### src/rtl/write_bpm_test_link.sv
// write_bpm_test_link
//   Test-pattern source for the BPM Aurora test link. Each FA strobe starts a
//   burst of BPM_COUNT synthetic BPM position packets (4 words each) on an
//   AXI4-Stream TX interface. Packet contents depend only on the frame counter
//   and the BPM index, so the receive path can be checked without real BPMs.
//
//   Ports:
//     auroraUserClk                 Aurora user clock, rising edge
//     auroraReset                   asynchronous active-high reset
//     auroraFAstrobe                single-cycle FA strobe, starts a burst in IDLE
//     BPM_TEST_AXI_STREAM_TX_tdata  32-bit stream data (registered)
//     BPM_TEST_AXI_STREAM_TX_tvalid stream valid (registered)
//     BPM_TEST_AXI_STREAM_TX_tlast  last word of each packet (registered)
//     BPM_TEST_AXI_STREAM_TX_tready sink ready
//
//   Packet p of a burst with frame value F:
//     W0 {MAGIC, CELL_INDEX, p}   W1 F+p   W2 -(F+p)   W3 32'h0100_0000+p (tlast)
module write_bpm_test_link #(
  parameter int unsigned BPM_COUNT  = 4,
  parameter logic [7:0]  CELL_INDEX = 8'h00,
  parameter logic [15:0] MAGIC      = 16'hA5BE
) (
  input  logic        auroraUserClk,
  input  logic        auroraReset,
  input  logic        auroraFAstrobe,
  output logic [31:0] BPM_TEST_AXI_STREAM_TX_tdata,
  output logic        BPM_TEST_AXI_STREAM_TX_tvalid,
  output logic        BPM_TEST_AXI_STREAM_TX_tlast,
  input  logic        BPM_TEST_AXI_STREAM_TX_tready
);

  localparam logic [0:0] ST_IDLE = 1'b0;
  localparam logic [0:0] ST_SEND = 1'b1;

  localparam logic [7:0] LAST_BPM = 8'(BPM_COUNT - 1);

  logic [0:0]  state;
  logic [31:0] frame_count;
  logic [7:0]  bpm_index;
  logic [1:0]  word_index;

  logic        accepted;
  logic        last_word;
  logic [7:0]  next_bpm;
  logic [1:0]  next_word;

  function automatic logic [31:0] word_at(input logic [31:0] f,
                                          input logic [7:0]  p,
                                          input logic [1:0]  w);
    logic [31:0] x;
    x = f + {24'd0, p};
    case (w)
      2'd0:    return {MAGIC, CELL_INDEX, p};
      2'd1:    return x;
      2'd2:    return 32'd0 - x;
      default: return 32'h0100_0000 + {24'd0, p};
    endcase
  endfunction

  always_comb begin
    accepted  = BPM_TEST_AXI_STREAM_TX_tvalid && BPM_TEST_AXI_STREAM_TX_tready;
    last_word = (bpm_index == LAST_BPM) && (word_index == 2'd3);
    next_word = word_index + 2'd1;
    next_bpm  = (word_index == 2'd3) ? bpm_index + 8'd1 : bpm_index;
  end

  // Output registers are loaded with the word that will be presented next, so
  // tdata/tlast only change on an accepted transfer and hold while stalled.
  always_ff @(posedge auroraUserClk or posedge auroraReset) begin
    if (auroraReset) begin
      state                         <= ST_IDLE;
      frame_count                   <= '0;
      bpm_index                     <= '0;
      word_index                    <= '0;
      BPM_TEST_AXI_STREAM_TX_tdata  <= '0;
      BPM_TEST_AXI_STREAM_TX_tvalid <= 1'b0;
      BPM_TEST_AXI_STREAM_TX_tlast  <= 1'b0;
    end else begin
      case (state)
        ST_IDLE: begin
          if (auroraFAstrobe) begin
            frame_count                   <= frame_count + 32'd1;
            bpm_index                     <= '0;
            word_index                    <= '0;
            BPM_TEST_AXI_STREAM_TX_tdata  <= word_at(frame_count + 32'd1, 8'd0, 2'd0);
            BPM_TEST_AXI_STREAM_TX_tvalid <= 1'b1;
            BPM_TEST_AXI_STREAM_TX_tlast  <= 1'b0;
            state                         <= ST_SEND;
          end
        end
        ST_SEND: begin
          // Strobes are deliberately ignored here: no counter change, no queued burst.
          if (accepted) begin
            if (last_word) begin
              BPM_TEST_AXI_STREAM_TX_tvalid <= 1'b0;
              BPM_TEST_AXI_STREAM_TX_tlast  <= 1'b0;
              state                         <= ST_IDLE;
            end else begin
              bpm_index                    <= next_bpm;
              word_index                   <= next_word;
              BPM_TEST_AXI_STREAM_TX_tdata <= word_at(frame_count, next_bpm, next_word);
              BPM_TEST_AXI_STREAM_TX_tlast <= (next_word == 2'd3);
            end
          end
        end
        default: state <= ST_IDLE;
      endcase
    end
  end

endmodule

### config.mk
export PLATFORM = sky130hd
export DESIGN_NAME = write_bpm_test_link
export DESIGN_NICKNAME = d
export VERILOG_FILES = /design/src/rtl/write_bpm_test_link.sv
export SDC_FILE = /design/constraint.sdc
export NUM_CORES = 1
export LEC_CHECK = 0
export ABC_AREA = 1
export ABC_CLOCK_PERIOD_IN_PS = 8500
export CAP_MARGIN = 20
export CORE_ASPECT_RATIO = 2
export CORE_MARGIN = 1
export CORE_UTILIZATION = 65
export DETAILED_ROUTE_END_ITERATION = 10
export DONT_BUFFER_PORTS = 1
export GPL_TIMING_DRIVEN = 0
export PLACE_DENSITY = 0.89
export SLEW_MARGIN = 15
export SYNTH_ARGS = -nofsm -noshare
export SYNTH_HDL_FRONTEND = slang
export SYNTH_SLANG_ARGS = --single-unit
export TNS_END_PERCENT = 20
### constraint.sdc
create_clock -name auroraUserClk -period 8.5 [get_ports auroraUserClk]
set_clock_uncertainty 0.1 [all_clocks]
set_input_delay 1.275 -clock auroraUserClk [delete_from_list [all_inputs] [get_ports auroraUserClk]]
set_output_delay 1.275 -clock auroraUserClk [all_outputs]
set_load 0.01 [all_outputs]
==> impl_metrics.toml <==
[clocking]
cts_setup_buffers = 0
clk_pin_slew_ps = 60
root_buffer = "clkbuf_16"
htreeDepth = 3
numClockSinks = 77
numCtsBuffers = 9
cts_resized = 0
holdBufCountCts = 0
clock_latency_ps = 350
cts_buffer_depth = 2
cts_tree = "done"

[timing]
fin_crit_ps = 4590
fin_ws_ps = 3910
setup_viol = 0
maxSlewHeadroom = 0.418
tns_ps = 0
tightest_slew_ps = 866
hold_slack_ps = 388
clock.fmax_mhz = 218
maxSlewViolCount = 0
timing.final.crit_share = 0.540
finalHoldViolCount = 0
rsz0062_at_grt = "false"

[cells_and_area]
final_util = 0.719
fill_cells = 797
fin_cells = 1076
final_layout_size_suffix_gt1_frac = 0.113
nets = 989
seq_area_um2 = 1930
multi_input_area_um2 = 3730
syn2layout_area_growth_pct = 7.20
antennaDiodeCount = 0

[detailed_routing]
dr_wl_met2_um = 9190
vias = 6318
first_pass_iters = 10
vias_per_cell = 5.87
m1WireLength_um = 6330
wl_met3_um = 877
drc = 7
final_antenna_net_count = 0
routedWlPerCell_um = 16.6
drt-total-wl_um = 17800
drt_iter0_drc = 478
top_layer_used = "met4"

[placed_design]
pre_cts_ws_ps = 4090
gp_congestion = 0.949
portBuffers = 0
dpl.hpwl_um = 14200
dp_cells = 1060

[floorplan]
die_h_um = 141
ios = 38
fp.dieW_um = 71.4
num_rows = 50
start_util = 0.671
core_area_um2 = 9320
die-area_um2 = 10000

[synthesis]
syn_avg_cell_area_um2 = 6.55
synth_seq_cells = 77
synth_nets = 977
yosys_warnings = 0
yosysSeqAreaShare = 0.308
synthArstFlopShare = 1.00
synth_cell_types = 39
synthTopCellsByArea = "dfrtp_1, nand2_1, inv_1, nand3_1, nor2_1"
synth_edf_count = 0
yosysTopAreaCell = "dfrtp_1"
syn_inst = 955
syn_area_um2 = 6250
yosysTopAreaCellShare = 0.308
synthFlopType = "dfrtp_1"

[power_and_ir_drop]
ir_drop_mv = 0.151
pwr_density_cell_nw_per_um2 = 261
p_leak_nw = 3.49

[critical_path]
crit_family = "simple AND/OR/NAND/NOR gates"
setup.worst_path.end_class = "flop"
cp.arrival_ps = 4770
required_ps = 8680
crit_slowest_cell = "dfrtp_1"
crit_path_start_kind = "flop"
crit_chain = "ha_1, nand2_1, nor3_1, nand4_1, nor2_1, xor2_1, ha_1, nand2_1, nor2_2, nand3_1, nand3_2, nand2_1, nand2_1, nor2_2, nand2_2, nor3_1, nand3_1, nand2_1, nand3_1, o21ai_1, nand2_1, nand2_1"
path_common_cell = "nand2_1"
crit_type = "flop to flop"
worst-path-buf-inv = 0
path_max_fanout = 6
max_stage_delay_ps = 490

[status]
status = "finished, violations left"
violations = "DRC"

[global_routing]
grt-ovfl-total = 0
grt_pass1_vias = 6237
grt_usage = 0.372
grt_max_degree = 50
grt_pass1_wl_um = 28800
antenna_found_initial = 0

[run]
cap_violations = 0

[worst_hold_path]
hold_class = "flop to flop"
[logic make-up (layout without fill, tap and decap cells)]
family,Yosys count,after routing,synth area share
AOI/OAI and AO/OA,95,95,0.0878
xor gates and xnor gates,37,37,0.0518
adders and majority gates,18,18,0.0372
buffers and inverters,155,172,0.0960
DFF,77,77,0.308
and+or+nand+nor,573,573,0.419
[worst reg2reg max path, stage by stage (launching register included)]
cell	delay, ps
dfrtp_1	490
ha_1	360
nand2_1	80
nor3_1	360
nand4_1	190
nor2_1	170
xor2_1	310
ha_1	360
nand2_1	180
nor2_2	80
nand3_1	130
nand3_2	190
nand2_1	110
nand2_1	130
nor2_2	220
nand2_2	130
nor3_1	450
nand3_1	140
nand2_1	90
nand3_1	60
o21ai_1	100
nand2_1	70
nand2_1	50
[final cells by class]
| cell class | instances | share of cell area |
|---|---|---|
| Tap cell | 104 | 0.0194 |
| Sequential cell | 77 | 0.287 |
| Multi-Input combinational cell | 723 | 0.556 |
| Clock inverter | 6 | 0.00915 |
| Clock buffer | 10 | 0.0342 |
| Buffer | 15 | 0.0112 |
| Timing Repair Buffer | 1 | 0.00411 |
| Inverter | 140 | 0.0788 |
[cells in the mapped netlist (2+ instances only)]
master    number
nand2_2       28
o21ai_0       38
o211ai_1       3
nand3_2        7
a22oi_1        6
o22ai_1        6
nand3_1       87
nand3b_1       8
nor2_4         8
ha_1          17
buf_4          2
clkbuf_1       6
clkinv_1       3
nand4_1       19
dfrtp_1       77
inv_1        121
xnor2_1        5
nor2_2        20
xor2_1        32
nor2_1        88
o32ai_1        2
buf_2          6
a21oi_1       22
nand2_1      286
a22o_1         8
o21ai_1        8
inv_2         16
nor3_1        15
[power breakdown]
part | switching [mW] | internal [mW]
Sequential | 0.113 | 0.465
Combinational | 0.531 | 0.263
Clock | 0.154 | 0.227
Total | 0.798 | 0.955
[registers in the layout (all words and copies together), names as in the netlist]
register,count
BPM_TEST_AXI_STREAM_TX_tdata,32
frame_count,32
bpm_index,8
word_index,2
BPM_TEST_AXI_STREAM_TX_tlast,1
BPM_TEST_AXI_STREAM_TX_tvalid,1
state,1
[metrics by stage]
| step | cell area (µm²) | power [mW] |
|---|---|---|
| 2_1_floorplan | 6250 | 1.14 |
| 3_3_place_gp | 6380 | 1.33 |
| 3_5_place_dp | 6410 | 1.35 |
| 4_1_cts | 6700 | 1.74 |
| 5_1_grt | 6700 | 1.87 |
| 6_report | 6700 | 1.75 |
[final timing paths]
kind / slack, ps / endpoint / startpoint / cells past startpoint
min in group asynchronous: 700 / BPM_TEST_AXI_STREAM_TX_tdata[28] / auroraReset / 1
worst min-delay path: 390 / frame_count[31] / frame_count[31] / 1
worst max register to register: 3910 / BPM_TEST_AXI_STREAM_TX_tdata[30] / word_index[1] / 22
max in group asynchronous: 7040 / bpm_index[2] / auroraReset / 2
worst max-delay path: 3910 / BPM_TEST_AXI_STREAM_TX_tdata[30] / word_index[1] / 22
worst min register to register: 390 / frame_count[31] / frame_count[31] / 1
[layout by cell type (no fill, tap or decap), types with 2 or more instances in the layout]
cell       instances
nand2_1          286
inv_1            120
nor2_1            88
nand3_1           87
dfrtp_1           77
o21ai_0           38
xor2_1            32
nand2_2           28
a21oi_1           22
nor2_2            20
nand4_1           19
ha_1              17
inv_2             16
nor3_1            15
clkbuf_16          9
nor2_4             8
nand3b_1           8
o21ai_1            8
a22o_1             8
clkbuf_1           7
nand3_2            7
buf_2              6
a22oi_1            6
o22ai_1            6
xnor2_1            5
clkinv_1           3
o211ai_1           3
clkinv_2           3
buf_4              2
o32ai_1            2
[routing by layer]
layer / vias up / track usage
met3: 95 / 0.0522
met5: - / 0
li1: 3080 / -
met1: 2860 / 0.369
met2: 283 / 0.670
met4: 0 / 0.297
No activity file was read; power rests on OpenSTA's default activity.
